### config.mk
export PLATFORM = sky130hd
export DESIGN_NAME = rsp_manager_flat
export DESIGN_NICKNAME = d
export VERILOG_FILES = /design/src/rtl/rsp_manager_if.sv /design/src/rtl/rsp_manager.sv /design/src/flat_wrapper.sv
export SDC_FILE = /design/constraint.sdc
export NUM_CORES = 1
export LEC_CHECK = 0
export BUFFER_PORTS_ARGS = -buffer_cell sky130_fd_sc_hd__buf_2
export CAP_MARGIN = 20
export CORE_ASPECT_RATIO = 0.6
export CORE_UTILIZATION = 56
export CTS_CLUSTER_DIAMETER = 150
export DETAILED_ROUTE_END_ITERATION = 8
export GPL_ROUTABILITY_DRIVEN = 0
export PLACE_DENSITY = 0.84
export SLEW_MARGIN = 20
export SYNTH_ARGS = -nofsm -noshare
export SYNTH_HDL_FRONTEND = slang
export SYNTH_SLANG_ARGS = --single-unit
### constraint.sdc
create_clock -name i_clk -period 3.25 [get_ports i_clk]
set_input_delay 0.4875 -clock i_clk [delete_from_list [all_inputs] [get_ports i_clk]]
set_output_delay 0.4875 -clock i_clk [all_outputs]
set_load 0.01 [all_outputs]
### src/rtl/rsp_manager_if.sv
// Response-frame handshake plus the toggle-per-byte link to the byte transmitter.
interface rsp_manager_if #(parameter int FRAME_BYTES = 4);
  logic [FRAME_BYTES*8-1:0] rsp_frame;
  logic                     rsp_valid;
  logic                     rsp_ready;
  logic [7:0]               out_byte;
  logic                     byte_avail;
  logic                     byte_sent;

  // Response logic and transmitter side
  modport master (
    output rsp_frame, rsp_valid, byte_sent,
    input  rsp_ready, out_byte, byte_avail
  );

  // Frame serializer side
  modport slave (
    input  rsp_frame, rsp_valid, byte_sent,
    output rsp_ready, out_byte, byte_avail
  );
endinterface

### src/rtl/rsp_manager.sv
// rsp_manager: accepts a whole response frame and hands it to the byte
// transmitter MSB byte first, one byte per byte_sent toggle.
module rsp_manager #(
  parameter int FRAME_BYTES = 4
) (
  input  logic          i_clk,
  input  logic          i_reset_n,
  input  logic          i_en,
  input  logic          i_abort,
  rsp_manager_if.slave  bus,
  output logic          o_busy,
  output logic          o_frame_done
);

  localparam int W  = FRAME_BYTES * 8;
  localparam int RW = $clog2(FRAME_BYTES + 1);

  localparam logic [0:0] IDLE = 1'b0;
  localparam logic [0:0] SEND = 1'b1;

  localparam logic [RW-1:0] LAST_IDX = RW'(FRAME_BYTES - 1);
  localparam logic [RW-1:0] ONE      = RW'(1);

  logic [0:0]    r_state,      w_state_nxt;
  logic [W-1:0]  r_sr,         w_sr_nxt;
  logic [RW-1:0] r_remaining,  w_remaining_nxt;
  logic [7:0]    r_out_byte,   w_out_byte_nxt;
  logic          r_byte_avail, w_byte_avail_nxt;
  logic          r_frame_done, w_frame_done_nxt;
  logic          r_sent_seen,  w_sent_seen_nxt;
  logic          r_synced;
  logic          w_ready;
  logic          w_accept;
  logic          w_ack;

  assign w_ready  = i_reset_n & i_en & (r_state == IDLE);
  assign w_accept = w_ready & bus.rsp_valid;
  // Toggles are meaningless until sent_seen has been resynchronised after reset.
  assign w_ack    = r_synced & (bus.byte_sent ^ r_sent_seen);

  // While enabled the last-seen level always follows byte_sent (an ack is
  // consumed, an idle toggle is discarded); while disabled a pending ack is
  // held, except that the first edge after reset always resynchronises.
  assign w_sent_seen_nxt = (i_en | ~r_synced) ? bus.byte_sent : r_sent_seen;

  // Next-state logic: abort beats accept and ack; en low freezes everything.
  always_comb begin
    w_state_nxt      = r_state;
    w_sr_nxt         = r_sr;
    w_remaining_nxt  = r_remaining;
    w_out_byte_nxt   = r_out_byte;
    w_byte_avail_nxt = r_byte_avail;
    w_frame_done_nxt = 1'b0;
    if (i_en) begin
      if (i_abort) begin
        w_state_nxt     = IDLE;
        w_remaining_nxt = {RW{1'b0}};
      end else begin
        case (r_state)
          IDLE: begin
            if (w_accept) begin
              w_out_byte_nxt   = bus.rsp_frame[W-1 -: 8];
              w_byte_avail_nxt = ~r_byte_avail;
              w_sr_nxt         = bus.rsp_frame << 4'd8;
              w_remaining_nxt  = LAST_IDX;
              w_state_nxt      = SEND;
            end else begin
              w_state_nxt = IDLE;
            end
          end
          SEND: begin
            if (w_ack) begin
              if (r_remaining != {RW{1'b0}}) begin
                w_out_byte_nxt   = r_sr[W-1 -: 8];
                w_byte_avail_nxt = ~r_byte_avail;
                w_sr_nxt         = r_sr << 4'd8;
                w_remaining_nxt  = r_remaining - ONE;
              end else begin
                w_frame_done_nxt = 1'b1;
                w_state_nxt      = IDLE;
              end
            end else begin
              w_state_nxt = SEND;
            end
          end
          default: begin
            w_state_nxt     = IDLE;
            w_remaining_nxt = {RW{1'b0}};
          end
        endcase
      end
    end else begin
      w_state_nxt = r_state;
    end
  end

  // State and output registers with asynchronous clear.
  always_ff @(posedge i_clk or negedge i_reset_n) begin
    if (!i_reset_n) begin
      r_state      <= IDLE;
      r_sr         <= {W{1'b0}};
      r_remaining  <= {RW{1'b0}};
      r_out_byte   <= 8'h00;
      r_byte_avail <= 1'b0;
      r_frame_done <= 1'b0;
      r_sent_seen  <= 1'b0;
      r_synced     <= 1'b0;
    end else begin
      r_state      <= w_state_nxt;
      r_sr         <= w_sr_nxt;
      r_remaining  <= w_remaining_nxt;
      r_out_byte   <= w_out_byte_nxt;
      r_byte_avail <= w_byte_avail_nxt;
      r_frame_done <= w_frame_done_nxt;
      r_sent_seen  <= w_sent_seen_nxt;
      r_synced     <= 1'b1;
    end
  end

  assign bus.rsp_ready  = w_ready;
  assign bus.out_byte   = r_out_byte;
  assign bus.byte_avail = r_byte_avail;
  assign o_busy         = (r_state == SEND);
  assign o_frame_done   = r_frame_done;

endmodule

### src/flat_wrapper.sv
// flat-port wrapper written by rule: the top's interface ports become plain ports
module rsp_manager_flat 
#(
  parameter int FRAME_BYTES = 4
)
  (i_clk, i_reset_n, i_en, i_abort, o_busy, o_frame_done, bus_rsp_frame, bus_rsp_valid, bus_byte_sent, bus_rsp_ready, bus_out_byte, bus_byte_avail);
  rsp_manager_if #(.FRAME_BYTES(FRAME_BYTES)) bus_i ();
  input  logic i_clk;
  input  logic i_reset_n;
  input  logic i_en;
  input  logic i_abort;
  output logic o_busy;
  output logic o_frame_done;
  input wire logic [$bits(bus_i.rsp_frame)-1:0] bus_rsp_frame;
  input wire logic [$bits(bus_i.rsp_valid)-1:0] bus_rsp_valid;
  input wire logic [$bits(bus_i.byte_sent)-1:0] bus_byte_sent;
  output wire logic [$bits(bus_i.rsp_ready)-1:0] bus_rsp_ready;
  output wire logic [$bits(bus_i.out_byte)-1:0] bus_out_byte;
  output wire logic [$bits(bus_i.byte_avail)-1:0] bus_byte_avail;
  assign bus_i.rsp_frame = bus_rsp_frame;
  assign bus_i.rsp_valid = bus_rsp_valid;
  assign bus_i.byte_sent = bus_byte_sent;
  assign bus_rsp_ready = bus_i.rsp_ready;
  assign bus_out_byte = bus_i.out_byte;
  assign bus_byte_avail = bus_i.byte_avail;
  rsp_manager #(.FRAME_BYTES(FRAME_BYTES)) u_core (.i_clk(i_clk), .i_reset_n(i_reset_n), .i_en(i_en), .i_abort(i_abort), .bus(bus_i), .o_busy(o_busy), .o_frame_done(o_frame_done));
endmodule
# Word level (Yosys, flattened, before mapping)
# Cells that the tools add are included.
word_totals:
  ramBits: 0
  register_bits: 48
  latchBits: 0
  in_bits: 38
  romBits: 0
  out_inout_bits: 12
  n_memories: 0
classes:
  shifts: 0
  eq_ne: 6
  addsub: 1
  order_cmp: 0
  n_reduce_logical: 3
  div: 0
  muxes: 27
  n_mul: 0
  bitwise_logic: 10
op_table:
  columns: ["operator", "n"]
  rows:
  - ["two-way mux 32 bit", 3]
  - ["case mux 32 bit (2 select lines)", 1]
  - ["two-way mux 8 bit", 3]
  - ["case mux 8 bit (2 select lines)", 1]
  - ["two-way mux 1 bit", 12]
  - ["two-way mux 3 bit", 4]
  - ["!= test 3 bit (second input constant)", 2]
  - ["case mux 3 bit (2 select lines)", 1]
  - ["AND reduction 5 bit", 1]
  - ["bitwise AND 1 bit", 4]
  - ["!= test 2 bit (second input constant)", 2]
  - ["NOT 1 bit", 4]
  - ["case mux 1 bit (2 select lines)", 2]
  - ["AND reduction 4 bit", 1]
  - ["!= test 3 x 2 -> 1 bit (second input constant)", 1]
  - ["nonzero test 3 bit", 1]
  - ["subtractor 3 x 1 -> 3 bit (second input constant)", 1]
  - ["!= test 2 x 1 -> 1 bit (second input constant)", 1]
  - ["OR 1 bit", 1]
  - ["XOR 1 bit", 1]

# Longest topological paths before layout
# Gate-level depths: netlist of run 1.
depth:
  word_depth: 6
  mapped_depth: 7
  ltp_nobuf: 6

# Worst setup path before layout of run 1
# OpenSTA, ideal clock, no wires.
synth_timing:
  path_kind: "reg-to-reg"
  from: "register u_core.r_remaining[0]"
  to: "register u_core.r_out_byte[0], in the netlist u_core.bus.out_byte[0]"
  slack_ns: 1.410
  setup_time_ns: 0.125
  t_arrival_ns: 1.715
  path_buffers: 1
  stages_incl_launch_ff: 8
  period_less_slack_ns: 1.840
  cell_sequence: "dfrtp_1 -> inv_1 -> ha_1 -> nor2b_1 -> o21a_2 -> nor3_4 -> buf_6 -> mux2_2"
synth_between:
  elab_chain_cells: 3
synth_rtl:
  columns: ["item", "line_no", "source"]
  rows:
  - ["start, declared", "rsp_manager.sv:26", "logic [RW-1:0] r_remaining, w_remaining_nxt;"]
  - ["start signal, assigned", "rsp_manager.sv:102", "r_remaining <= {RW{1'b0}};"]
  - ["start signal, assigned", "rsp_manager.sv:111", "r_remaining <= w_remaining_nxt;"]
  - ["nonzero test 3 bit", "rsp_manager.sv:73", "if (r_remaining != {RW{1'b0}}) begin"]
  - ["!= test 2 bit (no source line)", null, null]
  - ["AND reduction 5 bit (no source line)", null, null]
  - ["end signal, assigned", "rsp_manager.sv:112", "r_out_byte <= w_out_byte_nxt;"]
  - ["end, declared", "rsp_manager.sv:27", "logic [7:0] r_out_byte, w_out_byte_nxt;"]
# No other way between the ends.
# A chain may end at the register's enable or synchronous reset.

# Worst setup path after layout of run 1
layout_timing:
  from: "register u_core.r_state, in the netlist u_core.o_busy"
  to: "register u_core.r_sr[10]"
layout_between:
  elab_chain_cells: 5
layout_rtl:
  columns: ["item", "line_no", "source"]
  rows:
  - ["start, declared", "rsp_manager.sv:24", "logic [0:0] r_state, w_state_nxt;"]
  - ["start signal, assigned", "rsp_manager.sv:109", "r_state <= w_state_nxt;"]
  - ["NOT 1 bit", "rsp_manager.sv:36, rsp_manager.sv:59", null]
  - ["bitwise AND 1 bit", "rsp_manager.sv:36", "assign w_ready = i_reset_n & i_en & (r_state == IDLE);"]
  - ["bitwise AND 1 bit", "rsp_manager.sv:37", "assign w_accept = w_ready & bus.rsp_valid;"]
  - ["!= test 2 x 1 -> 1 bit (no source line)", null, null]
  - ["AND reduction 5 bit (no source line)", null, null]
  - ["end signal, assigned", "rsp_manager.sv:101", "r_sr <= {W{1'b0}};"]
  - ["end signal, assigned", "rsp_manager.sv:110", "r_sr <= w_sr_nxt;"]
  - ["end, declared", "rsp_manager.sv:25", "logic [W-1:0] r_sr, w_sr_nxt;"]
# Several ways; a longest one is shown, not always the timed one.

==> results.toml, run 1 <==
[timing]
tightest_slew_ns = 1.051
setup_tns_ns = 0
final_hold_viol_count = 0
fmax_mhz = 472.9
fin_crit_sh_pct = 65.06
maxSlewHeadroom_pct = 29.39
rsz0062_at_grt = "no"
finalCriticalPeriod_ns = 2.114
skew_ns = 0.007824
final_max_slew_viol_count = 0
whs_ns = 0.2989
setup_viol = 0
setup_slack_ns = 1.136

[floorplan]
start_util_pct = 58.90
die_area_um2 = 3678
die_y_um = 47.38
die_x_um = 77.63
core_region_area_um2 = 3263
num_rows = 16
ioPinCount = 50

[routing]
vias = 1288
wl_um = 3685
route.detailed.drc = 0
wire_per_inst_um = 15.55
ant_nets = 0
drtIter0Drc = 48
first_pass_iters = 4
viasPerCell = 5.435

[cells_and_area]
fillers = 244
drive_gt1_share_pct = 56.25
utilization_pct = 69.82
design_area_um2 = 2278
diodes = 0
final_cell_mix = "buf_2, mux2_2, dfrtp_1"
synthToLayoutAreaGrowth_pct = 18.55
layout.nets = 231
mostFrequentLayoutCell = "buf_2"
instances_no_fill = 237

[placed_design]
port_buffers = 49
dpl_worst_slack_ns = 1.159
dp.cells = 229
place_area_um2 = 2185
place_hpwl_um = 2666

[synth]
yosysUniqueCellTypes = 32
synth.cell_area_um2 = 1922
yosysWarningCount = 0
ys_ff_latch = 40
synth_area_leader_cell = "dfrtp_1"
syn-instance-count = 140
synth_nets = 180
yosysSeqAreaShare_pct = 52.08
syn_area_per_cell_um2 = 13.73
yosysTopAreaCellShare_pct = 52.08
ys_top_cells_by_area = "dfrtp_1, mux2_2, a22o_1"

[clock_tree]
clk_path_buf_depth = 2
post-cts-setup-buffers = 0
clk_pin_slew_ns = 0.08
cts_tree = "built"
clkLatencyLatePin_ns = 0.29
root_buffer = "clkbuf_8"
cts_hold_buf = 0
htreeDepth = 2
cts_buffers = 5
cts.sinks = 40
cts-resized-gates = 0

[worst_setup_path]
cp.required_ns = 3.47
critPathLaunchType = "flip-flop"
critical_path_class = "reg -> reg"
cp.arrival_ns = 2.34
path_max_fanout = 20
endpoint_kind = "flip-flop"

[power_and_ir_drop]
power.total_mw = 1.586
ir_worst_vdd_mv = 0.3807
leakagePower_nw = 1.064
p_per_area_nw_per_um2 = 695.9

[global_route]
grt_pass1_vias = 1222
grt_usage_pct = 21.33
overflow = 0
grt_pass1_wl_um = 5706
grt_max_degree = 43
grt_antenna_before_repair = 0

[worst_hold_path]
hp-class = "in -> async"

[flow_run]
maxCapViolations = 0

[run_status]
outcome = "finished clean"
==> worst paths after layout <==
path                       slack (ns)              from              end  cells past startpoint
min reg2reg                      0.49   u_core.r_sr[19]  u_core.r_sr[19]                      1
min                              0.30         i_reset_n  u_core.r_sr[28]                      2
max in group asynchronous        2.60         i_reset_n  u_core.r_synced                      2
max                              1.14     u_core.o_busy  u_core.r_sr[10]                      3
min in group i_clk               0.41  bus_rsp_frame[4]  u_core.r_sr[12]                      2
max reg2reg                      1.14     u_core.o_busy  u_core.r_sr[10]                      3
==> routing by layer <==
| metal | global-route usage, % | wire length, µm |
|---|---|---|
| met4 | 9.057 | 39 |
| met5 | 0 | 0 |
| met1 | 27.01 | 1692 |
| met3 | 6.602 | 222 |
| met2 | 35.40 | 1731 |
==> synthesized netlist by cell type (all sizes together) <==
cell type / count
mux2: 49
dfrtp: 40
a22o: 8
buf: 5
nand2: 4
clkbuf: 3
a21oi: 2
ha: 2
inv: 2
nand2b: 2
nand4: 2
nor3: 2
o21ai: 2
xor2: 2
a21boi: 1
a21o: 1
a31oi: 1
conb: 1
mux2i: 1
nand3b: 1
nand4b: 1
nor2: 1
nor2b: 1
nor3b: 1
o211ai: 1
o21a: 1
or2: 1
or3: 1
xnor2: 1
==> critical path, cell delays in order (launching register included) <==
cell and delay, ns:
dfrtp_1 0.59, buf_4 0.33, nor3_1 0.87, a22o_1 0.26
==> layout make-up <==
type	instances	area [µm²]	share of cell area (%)
flip-flops and latches	40	1001	43.93
clock inverters	1	7.507	0.3295
well taps	45	56.30	2.471
inverters	2	7.507	0.3295
multi-input cells	90	852.1	37.40
clock buffers	7	86.33	3.789
repair buffers	52	267.8	11.75
==> logic make-up (layout without fill, tap and decap cells) <==
family | after synthesis | count (layout) | synth area share (%)
compound gates | 17 | 17 | 6.642
xor+xnor | 3 | 3 | 1.367
fa+ha+maj | 2 | 2 | 1.302
buf+inv | 10 | 62 | 3.580
flops | 40 | 40 | 52.08
mux | 50 | 50 | 29.23
other cells | 1 | 1 | 0.1951
simple gates | 17 | 17 | 5.599
==> registers in the layout (all words and copies together) (netlist names) <==
name                   count
u_core.r_remaining         3
u_core.r_sr               24
u_core.o_frame_done        1
u_core.r_synced            1
u_core.r_sent_seen         1
u_core.o_busy              1
u_core.bus.byte_avail      1
u_core.bus.out_byte        8
==> power breakdown <==
part / total, mW / internal [mW] / leakage, nW / switching (mW)
Combinational: 0.451 / 0.270 / 0.524 / 0.180
Clock: 0.341 / 0.172 / 0.0445 / 0.168
Sequential: 0.794 / 0.691 / 0.495 / 0.104
Total: 1.59 / 1.13 / 1.06 / 0.452
Note: power is estimated with default switching activity, not from simulation.
==> run 2: changes to the inputs <==
--- a/config.mk
+++ b/config.mk
@@ -5,14 +5,15 @@
 export SDC_FILE = /design/constraint.sdc
 export NUM_CORES = 1
 export LEC_CHECK = 0
+export ABC_AREA = 1
 export BUFFER_PORTS_ARGS = -buffer_cell sky130_fd_sc_hd__buf_2
 export CAP_MARGIN = 20
 export CORE_ASPECT_RATIO = 0.6
-export CORE_UTILIZATION = 56
+export CORE_UTILIZATION = 47
 export CTS_CLUSTER_DIAMETER = 150
 export DETAILED_ROUTE_END_ITERATION = 8
 export GPL_ROUTABILITY_DRIVEN = 0
-export PLACE_DENSITY = 0.84
+export PLACE_DENSITY = 0.75
 export SLEW_MARGIN = 20
 export SYNTH_ARGS = -nofsm -noshare
 export SYNTH_HDL_FRONTEND = slang
==> constraint.sdc (replaced) <==
create_clock -name i_clk -period 1.7 [get_ports i_clk]
set_input_delay 0.255 -clock i_clk [delete_from_list [all_inputs] [get_ports i_clk]]
set_output_delay 0.255 -clock i_clk [all_outputs]
set_load 0.01 [all_outputs]
==> run 2 against run 1 <==
  * Count of clock-buffer cells in the layout decreased by 2
  * Largest power group unchanged
  * Clock skew decreased by 0.0043 ns
  * Via count increased by 16%
  * Combinational power increased by 75%
==> results.toml, run 2 <==
[global_route]
grt_usage_pct = 20.60
overflow = 0
grt_max_degree = 41
grt_antenna_before_repair = 0
grt_pass1_wl_um = 6665
grt_pass1_vias = 1406

[worst_setup_path]
path_max_fanout = 13
cp_common_cell = "nand2_1"
critical_path_class = "reg -> reg"
slowest_stage = "dfrtp_1"
r2r_start = "u_core.r_remaining[0]"
cp.required_ns = 1.87
crit_start = "u_core.r_remaining[0]"
cpPeakStageDelay_ns = 0.38
critPathLaunchType = "flip-flop"
cp_cell_sequence = "inv_1, ha_1, nand2_1, nor2_2, nor2_4, nand3_2, buf_4, nand2_1, o21ai_2"
endpoint_kind = "flip-flop"
ff2ff_setup_slack_ns = 0.13
cp.arrival_ns = 1.75

[synth]
synth_flop_cell = "dfrtp_1"
synth_area_leader_cell = "dfrtp_1"
yosysSeqAreaShare_pct = 50.25
syn-instance-count = 201
yosysUniqueCellTypes = 22
yosysWarningCount = 0
ys_ff_latch = 40
syn_area_per_cell_um2 = 9.910
async_flop_share_pct = 100.0
synth.cell_area_um2 = 1992
yosysTopAreaCellShare_pct = 50.25
synth_nets = 241
ys_top_cells_by_area = "dfrtp_1, mux2i_1, nand2_1"
synth-edff-count = 0
synth_common_cells = "nand2_1, dfrtp_1, mux2i_1, o21ai_2, o21ai_1"
synth.most_common_cell = "nand2_1"

[flow_run]
maxCapViolations = 0

[floorplan]
ioPinCount = 50
core_region_area_um2 = 3850
die_y_um = 52.43
start_util_pct = 51.74
die_x_um = 86.05
num_rows = 17
die_area_um2 = 4511

[timing]
setup_slack_ns = 0.1293
final_hold_viol_count = 0
setup_tns_ns = 0
rsz0062_at_grt = "no"
fmax_mhz = 636.7
setup_viol = 0
whs_ns = 0.05547
skew_ns = 0.003554
final_max_slew_viol_count = 0
fin_crit_sh_pct = 92.39
finalCriticalPeriod_ns = 1.571

[power_and_ir_drop]
p_per_area_nw_per_um2 = 1283
internal-power_mw = 2.205
switching_power_uw = 916.9
leakagePower_nw = 1.207
pwr-share-comb_pct = 25.2
power_frac_clock_pct = 28.5
seqPwrFrac_pct = 46.3
ir_worst_vdd_mv = 0.7112
swShare_pct = 29.37

[run_status]
outcome = "finished clean"

[routing]
ant_nets = 0
vias = 1499
wire_per_inst_um = 12.86
wl_um = 4012
first_pass_iters = 4
drtIter0Drc = 91
viasPerCell = 4.804
route.detailed.drc = 0

[clock_tree]
clk_path_buf_depth = 2
clk_pin_slew_ns = 0.07
htreeDepth = 2
cts-resized-gates = 0
cts_tree = "built"
cts_hold_buf = 0
clkLatencyLatePin_ns = 0.29
post-cts-setup-buffers = 0
cts.sinks = 40
root_buffer = "clkbuf_8"
cts_buffers = 5

[worst_hold_path]
hp-class = "in -> async"

[cells_and_area]
largest_register_ffs = 24
top_register = "u_core.r_sr"
final_cell_mix = "nand2_1, buf_2, dfrtp_1"
diodes = 0
mostFrequentLayoutCell = "nand2_1"
synthToLayoutAreaGrowth_pct = 22.17
layout.nets = 295
drive_gt1_share_pct = 36.86

[placed_design]
dpl_worst_slack_ns = 0.1031
place_hpwl_um = 3001
port_buffers = 49
-- run 2: cell types whose count changed after synthesis, sizes merged, moves of 5 or more --
cell,before,now
nand2,4,59
nand3,0,7
inv,2,9
a22o,8,0
nor2,1,6
mux2i,1,24
o21ai,2,33
buf,5,10
mux2,49,0
-- run 2: layout make-up --
cell class	instances	area [µm²]
Clock inverter	2	60.06
Fill cell	337	1416
Sequential cell	40	1001
Inverter	9	33.78
Multi-Input combinational cell	141	873.3
Clock buffer	5	68.82
Timing Repair Buffer	58	325.3
Tap cell	57	71.32
-- run 2: power groups by stage --
stage | registers [mW] | clock network, mW | logic (mW)
floorplan | 1.45 | 0 | 0.516
global placement | 1.45 | 0 | 0.769
detailed placement | 1.46 | 0 | 0.797
CTS | 1.44 | 0.909 | 0.800
global route | 1.49 | 0.948 | 0.892
finish | 1.44 | 0.890 | 0.787
-- run 2: kinds of logic (layout without fill, tap and decap cells) --
family,Yosys count,count (layout),share of synthesized area [%]
AOI/OAI and AO/OA,35,35,13.19
xor gates and xnor gates,1,1,0.4398
adders and majority gates,2,2,1.256
buffers and inverters,20,74,6.281
DFF,40,40,50.25
muxes,24,24,12.06
other,1,1,0.1883
and+or+nand+nor,78,78,16.33
-- run 2: layer usage --
metal	GRT usage (%)	vias up	routed length, µm
met2	30.56	42	1629
li1	-	775	-
met5	0	-	0
met1	28.27	676	2089
met3	5.827	6	229
met4	9.167	0	64
-- run 2: worst max-delay path, delay by kind of cell (launching register included) --
kind / cells / cell delay [ns]
compound gates: 1 / 0.05
fa+ha+maj: 1 / 0.20
buf+inv: 2 / 0.30
flops: 1 / 0.38
simple gates: 5 / 0.53
-- run 2: per-stage QoR --
step                      instances  instance area [µm²]  power, mW  util (%)
after CTS                       312                 2431      3.152     63.15
after global placement          305                 2302      2.216     59.80
after detailed placement        305                 2302      2.259     59.80
final                           312                 2434      3.122     63.21
after floorplan                 201                 1992      1.968         -
after global routing            312                 2434      3.328     63.21
-- run 2: worst paths after layout --
kind	endpoint	cells past startpoint
worst min-delay path	u_core.bus.out_byte[2]	2
worst min register to register	u_core.r_sr[25]	2
max in group asynchronous	u_core.r_sr[18]	2
worst max register to register	u_core.r_sr[18]	9
worst max-delay path	u_core.r_sr[18]	9
min in group i_clk	u_core.r_sr[12]	3
